## config.mk

```make
export PLATFORM = sky130hd
export DESIGN_NAME = dac_spi_arbiter
export DESIGN_NICKNAME = d
export VERILOG_FILES = /design/src/rtl/dac_spi_arbiter.sv
export SDC_FILE = /design/constraint.sdc
export NUM_CORES = 1
export LEC_CHECK = 0
export CORE_MARGIN = 10
export CORE_UTILIZATION = 55
export DETAILED_ROUTE_END_ITERATION = 6
export PLACE_DENSITY_LB_ADDON = 0.08
export SLEW_MARGIN = 0
export SYNTH_ARGS = -nofsm -noshare
export SYNTH_HDL_FRONTEND = slang
export SYNTH_SLANG_ARGS = --single-unit
export TNS_END_PERCENT = 5
```

## constraint.sdc

```tcl
create_clock -name CLOCK_50 -period 3 [get_ports CLOCK_50]
set_clock_uncertainty 0.2 [all_clocks]
set_input_delay 0.3 -clock CLOCK_50 [delete_from_list [all_inputs] [get_ports CLOCK_50]]
set_output_delay 0.3 -clock CLOCK_50 [all_outputs]
set_load 0.02 [all_outputs]
```

## src/rtl/dac_spi_arbiter.sv

```systemverilog
// Round-robin arbiter for two 10-bit sample sources driving an MCP4912 dual DAC:
// each grant becomes one 16-bit SPI frame, a CS-high gap and an LDAC strobe.
module dac_spi_arbiter #(
  parameter int unsigned HALF_DIV  = 2,
  parameter int unsigned LD_CYCLES = 2,
  parameter bit          BUF       = 1'b0,
  parameter bit          GA_N      = 1'b1
) (
  input  logic       CLOCK_50,
  input  logic       RESET_N,
  input  logic       REQ_A,
  input  logic [9:0] DATA_A,
  output logic       ACK_A,
  input  logic       REQ_B,
  input  logic [9:0] DATA_B,
  output logic       ACK_B,
  output logic       BUSY,
  output logic       DAC_CS,
  output logic       DAC_SCK,
  output logic       DAC_SDI,
  output logic       DAC_LD
);

  localparam int unsigned      DIV_W    = (HALF_DIV > 1) ? $clog2(HALF_DIV) : 1;
  localparam int unsigned      LD_W     = (LD_CYCLES > 1) ? $clog2(LD_CYCLES) : 1;
  localparam logic [DIV_W-1:0] DIV_LAST = DIV_W'(HALF_DIV - 1);
  localparam logic [LD_W-1:0]  LD_LAST  = LD_W'(LD_CYCLES - 1);

  typedef enum logic [1:0] {
    ST_IDLE,
    ST_SHIFT,
    ST_CSHI,
    ST_LOAD
  } state_e;

  state_e           state_q, state_d;
  logic [DIV_W-1:0] div_q, div_d;
  logic [3:0]       bit_q, bit_d;
  logic [LD_W-1:0]  ld_cnt_q, ld_cnt_d;
  logic [15:0]      sh_q, sh_d;
  logic             last_b_q, last_b_d;
  logic             ack_a_q, ack_a_d;
  logic             ack_b_q, ack_b_d;
  logic             busy_q, busy_d;
  logic             cs_n_q, cs_n_d;
  logic             sck_q, sck_d;
  logic             ld_n_q, ld_n_d;
  logic             grant_b;

  // B wins only when A is absent, or when both ask and A was served last.
  assign grant_b = REQ_B & (~REQ_A | ~last_b_q);

  always_comb begin
    // NOTE: every next-state value is defaulted first so no branch can infer a latch.
    state_d  = state_q;
    div_d    = div_q;
    bit_d    = bit_q;
    ld_cnt_d = ld_cnt_q;
    sh_d     = sh_q;
    last_b_d = last_b_q;
    ack_a_d  = 1'b0;
    ack_b_d  = 1'b0;
    busy_d   = busy_q;
    cs_n_d   = cs_n_q;
    sck_d    = sck_q;
    ld_n_d   = ld_n_q;

    unique case (state_q)
      ST_IDLE: begin
        if (REQ_A | REQ_B) begin
          state_d  = ST_SHIFT;
          last_b_d = grant_b;
          ack_a_d  = ~grant_b;
          ack_b_d  = grant_b;
          busy_d   = 1'b1;
          cs_n_d   = 1'b0;
          sck_d    = 1'b0;
          div_d    = '0;
          bit_d    = '0;
          sh_d     = {grant_b, BUF, GA_N, 1'b1, (grant_b ? DATA_B : DATA_A), 2'b00};
        end
      end

      ST_SHIFT: begin
        if (div_q == DIV_LAST) begin
          div_d = '0;
          if (!sck_q) begin
            sck_d = 1'b1;
          end else begin
            // End of a high phase: the next bit is presented while SCK is low.
            sck_d = 1'b0;
            if (bit_q == 4'd15) begin
              state_d = ST_CSHI;
              cs_n_d  = 1'b1;
            end else begin
              bit_d = bit_q + 4'd1;
              sh_d  = {sh_q[14:0], 1'b0};
            end
          end
        end else begin
          div_d = div_q + 1'b1;
        end
      end

      ST_CSHI: begin
        state_d  = ST_LOAD;
        ld_n_d   = 1'b0;
        ld_cnt_d = '0;
      end

      ST_LOAD: begin
        if (ld_cnt_q == LD_LAST) begin
          state_d = ST_IDLE;
          ld_n_d  = 1'b1;
          busy_d  = 1'b0;
        end else begin
          ld_cnt_d = ld_cnt_q + 1'b1;
        end
      end

      default: state_d = ST_IDLE;
    endcase
  end

  always_ff @(posedge CLOCK_50) begin
    // NOTE: non-blocking assignments only, so every register samples pre-edge values.
    if (!RESET_N) begin
      state_q  <= ST_IDLE;
      div_q    <= '0;
      bit_q    <= '0;
      ld_cnt_q <= '0;
      // NOTE: the shift register is reset as well because its MSB drives DAC_SDI directly.
      sh_q     <= '0;
      last_b_q <= 1'b1;
      ack_a_q  <= 1'b0;
      ack_b_q  <= 1'b0;
      busy_q   <= 1'b0;
      cs_n_q   <= 1'b1;
      sck_q    <= 1'b0;
      ld_n_q   <= 1'b1;
    end else begin
      state_q  <= state_d;
      div_q    <= div_d;
      bit_q    <= bit_d;
      ld_cnt_q <= ld_cnt_d;
      sh_q     <= sh_d;
      last_b_q <= last_b_d;
      ack_a_q  <= ack_a_d;
      ack_b_q  <= ack_b_d;
      busy_q   <= busy_d;
      cs_n_q   <= cs_n_d;
      sck_q    <= sck_d;
      ld_n_q   <= ld_n_d;
    end
  end

  assign ACK_A   = ack_a_q;
  assign ACK_B   = ack_b_q;
  assign BUSY    = busy_q;
  assign DAC_CS  = cs_n_q;
  assign DAC_SCK = sck_q;
  assign DAC_SDI = sh_q[15];
  assign DAC_LD  = ld_n_q;

endmodule

```

* After elaboration in Yosys (flattened, before gate mapping)
Cells that the tools add are included.
** Operators by class
- $add $sub $neg :: 3
- Equal/unequal tests :: 10
- Mux-type cells :: 34
- Bitwise logic cells :: 6
- Reduce and logical (&&, ||, !) cells :: 13
** Operators with widths (number)
- $mux 16 :: 4
- $pmux 16 s2 :: 1
- $mux 4 :: 4
- $reduce_and 5->1 :: 3
- $ne 2x2->1 const B :: 6
- $pmux 1 s2 :: 6
- $mux 1 :: 11
- $mux 10 :: 1
- $mux 2 :: 5
- $reduce_and 3->1 :: 3
- $pmux 2 s4 :: 1
- $pmux 4 s2 :: 1
- $reduce_and 2->1 :: 3
- $reduce_bool 2->1 :: 3
- $add 4x1->4 const B :: 1
- $eq 2x2->1 const B :: 2
- $eq 4x4->1 const B :: 1
- $not 1->1 :: 3
- $add 1x1->1 const B :: 2
- $eq 2x1->1 const B :: 1
- $logic_not 2->1 :: 1
- $or 1x1->1 :: 2
- $and 1x1->1 :: 1
** Storage, ports and cells
- Register bits :: 31
- Input bits :: 24

* Depth between registers and ports, before layout
Gate-level depths: netlist (run 1).
- Word-level depth :: 6
- Depth in mapped cells :: 8
- Depth with buffers taken out :: 6

* Worst setup path before layout (run 1)
Ideal clock, no wire load.
- Path type :: register to register
- From :: register state_q[0]
- To :: register bit_q[3]
- Setup time :: 0.074 ns
- Arrival time :: 1.514 ns
- Required time :: 2.726 ns
- Setup slack :: 1.212 ns
- Stages on the path, launching flop included :: 7
- Path buffers :: 1
- Clock period less this slack :: 1.788 ns
- Cell sequence :: dfxtp_1 inv_1 ha_1 buf_6 nor3b_4 or4_1 a31oi_1
** On the way
- Longest elaborated chain between the ends :: 3
- Elaborated cells on any way between the ends :: 9
** RTL lines
- start: declaration :: RTL line 36 : state_e state_q, state_d;
- start signal: assignment :: RTL line 142 : state_q <= state_d;
- $eq 2x1->1 / $logic_not 2->1 (equally long branches) :: RTL line 68 : unique case (state_q)
- $ne 2x2->1 (no source line) / $reduce_bool 2->1 (equally long branches)
- $reduce_and 5->1 (no source line)
- end signal: assignment :: RTL line 144 : bit_q <= bit_d;
- end: declaration :: RTL line 38 : logic [3:0] bit_q, bit_d;
Parallel ways exist; a longest one is shown, timed or not.
A chain may end at the register's enable or synchronous reset.

* Worst setup path after layout (run 1)
- From :: register state_q[1]
- To :: register sh_q[5]
** On the way
- Longest elaborated chain between the ends :: 3
- Elaborated cells on any way between the ends :: 9
** RTL lines
- $eq 2x1->1 / $logic_not 2->1 (equally long branches) :: RTL line 68
- $ne 2x2->1 (no source line) / $reduce_bool 2->1 (equally long branches)
- $reduce_and 5->1 (no source line)
- end signal: assignment :: RTL line 133 : sh_q <= '0;
- end signal: assignment :: RTL line 146 : sh_q <= sh_d;
- end: declaration :: RTL line 40 : logic [15:0] sh_q, sh_d;
Parallel ways exist; a longest one is shown, timed or not.

==> out/metrics.cfg, run 1 <==
[routing]
first_pass_iters = 4
route.detailed.vias_per_inst = 5.75
wirelength_um = 3570
drtIter0Drc = 114
detail-route-antenna-nets = 0
drc = 0
dr_total_vias = 1408
avgRoutedWirePerCell_um = 14.6

[yosys]
syn_nets = 214
synth_simple_gate_area_share_pct = 21.6
synth-adder-area-share_pct = 3.92
synth_top_family_by_area = simple AND/OR/NAND/NOR gates
yosysMostFrequentCell = dfxtp_1
synth_top_area_share_pct = 36.4
syn_area_mm2 = 0.00160
synth_compound_area_share_pct = 19.1
syn_inst = 185
synth_mux_area_share_pct = 12.0
synth_top_area_cell = dfxtp_1
avgSynthCellArea_um2 = 8.62
ys_top_cells_by_area = dfxtp_1 (36%), mux2i_1 (11%), a211o_1 (4.9%), nand2_1 (4.7%), o21ai_0 (4.7%)
synth-seq-cells = 29
synth-xor-area-share_pct = 0
synth_cell_types = 37
synth-main-ff-cell = dfxtp_1
yosys_warnings = 0
yosysSeqAreaShare_pct = 36.4
synth-edff-count = 0
async_reset_ff_share_pct = 0
synth_common_cells = dfxtp_1 (29), nand2_1 (20), mux2i_1 (18), o21ai_0 (15), nor2_1 (12)

[critical_path]
required_ps = 3050
crit_family = adder cells
crit_arrival_ps = 2200
path_class = register to register
cp_max_fo = 17
cp-end-kind = register
max_stage_delay_ps = 440
path_buf_inv = 2
start_kind = register
slowest_stage = ha_1
crit_chain = inv_1 > ha_1 > inv_2 > a22o_2 > nand2_8 > mux2i_1

[global_route]
gr-usage-all-layers_pct = 13.9
gr-total-overflow = 0
grt_pass1_wl_um = 6100
grt_max_degree = 23
grt_pass1_vias = 1370
antenna_found_initial = 0

[floorplan]
die_h_um = 73.9
ios = 31
initial_core_util_pct = 57.8
row_count = 19
die_area_mm2 = 0.00545
core_mm2 = 0.00276
fp.dieW_um = 73.9

[timing]
rsz0062_at_grt = false
final.period_utilization_pct = 71.8
final-max-slew-violation-count = 0
slew_headroom_pct = 62.1
hold_viol = 0
finalSetupViolCount = 0
max_freq_ghz = 0.464
worst_pin_slew_ps = 565
final.setup.tns_ps = 0
fin_crit_ps = 2150
whs_ps = 260

[cts]
cts-root-buf = clkbuf_4
cts_tree = yes
clk_latency_ps = 320
cts_max_level = 2
ctsResizeCount = 0
holdBufCountCts = 0
cts_post_setup_buffers_inserted = 0
cts_max_path_buffers = 2
clk_pin_slew_ps = 90
cts_sinks = 29
cts_buffers = 5

[power]
ir_worst_vdd_mv = 0.714
combPwrFrac_pct = 51.7
power_switching_w = 0.000665
switching_share_pct = 40.6
pwr-share-seq_pct = 34.5
p_int_w = 0.000974
clock_power_share_pct = 13.8
pwr_density_cell_mw_per_mm2 = 852
power.leakage_nw = 0.781

[placement]
dp_hpwl_um = 2730
io_buffers = 30
routabilityCongestion = 0.780

[cells_and_area]
diodes = 0
fin_util_pct = 69.7
nets = 242
reg_top3 = sh_q: 14 flops, bit_q: 4 flops, state_q: 2 flops
fillerInstances = 253
area_growth_pct = 20.5
largest_register = sh_q
largest_reg_flops = 14
drive_gt1_share_pct = 7.48

[min_path]
hold_class = register to register

[run]
maxCapViolCount = 0

[outcome]
status = complete, no violations

## power by group through the flow
stage	sequential (W)	combinational, W	clock [W]
2_1_floorplan	0.000592	0.000686	0
3_3_place_gp	0.000566	0.000822	0
3_5_place_dp	0.000573	0.000852	0
4_1_cts	0.000564	0.000854	0.000230
5_1_grt	0.000580	0.000935	0.000252
6_report	0.000565	0.000848	0.000226
## tightest hold or removal path, delay by kind of cell, from the launching register on
family | cells | cell delay, ps
flops | 1 | 310
simple gates | 1 | 50
mux | 1 | 50
## metrics by stage
step | worst slack, ps | total power (W) | instance area (µm²) | cells
global placement | 730 | 0.00139 | 1870 | 237
global route | 740 | 0.00177 | 1920 | 245
finish | 847 | 0.00164 | 1920 | 245
detailed placement | 628 | 0.00142 | 1870 | 237
CTS | 855 | 0.00165 | 1920 | 245
floorplan | 1210 | 0.00128 | 1600 | 185
## cell families (layout without fill, tap and decap cells)
logic type,after synthesis,in the layout
flip-flops,29,29
AO/OA/AOI/OAI,47,47
multiplexers,19,19
buffers and inverters,19,48
adder cells (fa/ha/maj),5,5
AND/OR/NAND/NOR,66,66
## cell usage in the layout, fill, tap and decap left out, types with 2 or more instances in the layout
| cell type | n |
|---|---|
| a31oi_1 | 2 |
| or3_1 | 3 |
| clkbuf_1 | 3 |
| nand4_1 | 2 |
| nor2_1 | 12 |
| inv_1 | 5 |
| nand3_1 | 7 |
| nand2_1 | 20 |
| dfxtp_1 | 29 |
| o21ai_0 | 15 |
| clkdlybuf4s50_1 | 30 |
| nand2b_1 | 3 |
| nor3_1 | 10 |
| mux2i_1 | 18 |
| a211o_1 | 9 |
| and3_1 | 2 |
| clkbuf_4 | 5 |
| ha_1 | 5 |
| a21oi_1 | 10 |
| buf_4 | 4 |
| o21ai_1 | 5 |
## layer usage
metal / vias to the layer above / part of all wire (%) / track usage (%)
met5: - / 0 / 0
met3: 8 / 4.8 / 4.85
met4: 0 / 1.2 / 5.18
met1: 657 / 44 / 15.7
li1: 715 / - / -
met2: 28 / 50 / 23.5
## worst paths after layout
check              from       to  slack (ps)  cells after the start
max          state_q[1]  sh_q[5]         850                      6
min             sh_q[6]  sh_q[6]         260                      2
max reg2reg  state_q[1]  sh_q[5]         850                      6
min reg2reg     sh_q[6]  sh_q[6]         260                      2
## cell type report
| class | instances | area (µm²) | area share, % |
|---|---|---|---|
| multi-input combinational | 137 | 902 | 46.9 |
| tap | 31 | 38.8 | 2.02 |
| timing repair buffer | 34 | 330 | 17.2 |
| inverter | 6 | 22.5 | 1.17 |
| sequential | 29 | 581 | 30.2 |
| clock buffer | 8 | 48.8 | 2.54 |
No activity file was read; power rests on OpenSTA's default activity.
==> run 2, diff against run 1 <==
- CORE_UTILIZATION: 55 -> 46
- clock period: 3 -> 1.8 ns (I/O delays scaled with it)
==> run 2 against run 1 <==
- count of clock-buffer cells in the layout decreased by 1
- setup slack got worse by 770 ps
- sequential power increased by 68%
- sequential share of layout area decreased by 3.0 points
- highest routed layer unchanged
- worst hold slack got worse by 3.5 ps
==> out/metrics.cfg, run 2 (synthesized netlist as in run 1, its figures left out) <==
[outcome]
status = complete, no violations

[min_path]
hp-start = sh_q[7]
hold_class = register to register

[routing]
avgRoutedWirePerCell_um = 14.3  ; -1.6%
dr_total_vias = 1479  ; +5.0%
drc = 0  ; unchanged
route.detailed.vias_per_inst = 5.38  ; -6.4%
drtIter0Drc = 79  ; -31%
wirelength_um = 3940  ; +10%
first_pass_iters = 4  ; unchanged
detail-route-antenna-nets = 0  ; unchanged

[critical_path]
path_class = register to register
cp_max_fo = 4  ; -13
cp-end-kind = register
timing.rr.start = state_q[1]
start_kind = register
required_ps = 1870  ; -1180 ps
crit_arrival_ps = 1790  ; -410 ps
crit_start = state_q[1]

[cts]
holdBufCountCts = 0  ; unchanged
cts_max_level = 2  ; unchanged
cts_sinks = 29  ; unchanged
cts_max_path_buffers = 2  ; unchanged
cts_post_setup_buffers_inserted = 0  ; unchanged
clk_latency_ps = 330  ; about the same
cts_buffers = 5  ; unchanged
cts-root-buf = clkbuf_4
clk_pin_slew_ps = 100  ; about the same
cts_tree = yes

[cells_and_area]
drive_gt1_share_pct = 19.7  ; +12 points
final_common_cell = clkdlybuf4s50_1
area_growth_pct = 35.5
largest_reg_flops = 14  ; unchanged
diodes = 0  ; unchanged
seqCellArea_um2 = 587  ; +1.1%
fillerInstances = 307  ; +21%
reg_top3 = sh_q: 14 flops, bit_q: 4 flops, state_q: 2 flops
nets = 257  ; +6.2%
multi_input_area_um2 = 963  ; +6.8%
fin_util_pct = 64.8  ; -4.9 points
largest_register = sh_q
final_cell_mix = clkdlybuf4s50_1 (29), dfxtp_1 (26), nand2_1 (20), mux2i_1 (18), buf_4 (17)

[global_route]
antenna_found_initial = 0  ; unchanged
grt_pass1_vias = 1468  ; +7.2%
grt_pass1_wl_um = 6340  ; +4.0%
grt_max_degree = 39  ; +70%
gr-usage-all-layers_pct = 12.5  ; -1.4 points
gr-total-overflow = 0  ; unchanged

[timing]
max_freq_ghz = 0.580  ; +25%
final.period_utilization_pct = 95.9  ; +24 points
slew_headroom_pct = 81.3  ; +19 points
final.setup.worst_slack_ps = 74.6  ; -772 ps
final.setup.tns_ps = 0  ; unchanged
finalSetupViolCount = 0  ; unchanged
worst_pin_slew_ps = 280  ; -285 ps
fin_crit_ps = 1730  ; -428 ps
whs_ps = 257  ; -3.49 ps
final-max-slew-violation-count = 0  ; unchanged
rsz0062_at_grt = true
hold_viol = 0  ; unchanged

[placement]
dp_hpwl_um = 2890  ; +6.1%
place_ws_ps = -159  ; -787 ps
routabilityCongestion = 0.847  ; +8.5%
io_buffers = 30  ; unchanged

[floorplan]
fp.dieW_um = 78.9  ; +6.8%
initial_core_util_pct = 47.8  ; -10 points
row_count = 21  ; +2
core_mm2 = 0.00334  ; +21%
die_h_um = 78.9  ; +6.8%
die_area_mm2 = 0.00622  ; +14%
ios = 31  ; unchanged

[power]
pwr_density_cell_mw_per_mm2 = 1470  ; +72%
ir_worst_vdd_mv = 0.582  ; -18%
power.leakage_nw = 0.893  ; +14%

[run]
maxCapViolCount = 0  ; unchanged

-- run 2: cell types whose count changed in the layout (fill, tap and decap cells not counted), sizes merged --
cell           delta
bufinv            +1
clkdlybuf4s50     -1
dlygate4sd2       +1
nand2             +1
buf              +14
clkbuf            -1
-- run 2: what timing repair did --
| action | in CTS | in global routing |
|---|---|---|
| pin swaps | 2 | 2 |
| endpoints found under the setup margin | 21 | 21 |
| cloned | 1 | 0 |
| endpoints found under the hold margin | 0 | 0 |
| resized for setup | 5 | 11 |
-- run 2: metrics by stage --
stage                     std cells  total power (W)  instance area [µm²]
after floorplan                 185          0.00213                 1600
after global placement          266          0.00247                 2010
after detailed placement        266          0.00252                 2010
after CTS                       275          0.00317                 2130
after global routing            275          0.00340                 2160
final                           275          0.00317                 2160
-- run 2: worst paths after layout --
check,end,slack [ps],cells after the start
setup / recovery,bit_q[2],70,6
hold / removal,sh_q[7],260,2
setup reg to reg,bit_q[2],70,6
hold reg to reg,sh_q[7],260,2
-- run 2: layer usage --
layer	up-vias	GRT usage (%)	wire length [µm]
met5	-	0	0
met4	0	6.27	91
met3	11	5.07	233
met2	40	22.3	1960
met1	683	12.4	1660
li1	745	-	-
-- run 2: area by class of cell --
type                       count  area share (%)
multi-input combinational    138            44.6
sequential                    29            27.1
clock buffer                   7            2.55
tap                           46            2.66
inverter                       6            1.04
timing repair buffer          48            20.7
clock inverter                 1            1.39
-- run 2: power by group --
part / switching, W / total, W / internal, W
Clock: 0.000225 / 0.000556 / 0.000332
Combinational: 0.000846 / 0.00167 / 0.000823
Sequential: 0.000113 / 0.000949 / 0.000836
Total: 0.00118 / 0.00317 / 0.00199
-- run 2: critical path, cell delays in order (launching register included) --
cell and delay, ps:
dfxtp_1 320, inv_1 80, ha_2 230, and3_4 210
nand3_1 110, or3_1 350, a31oi_1 160
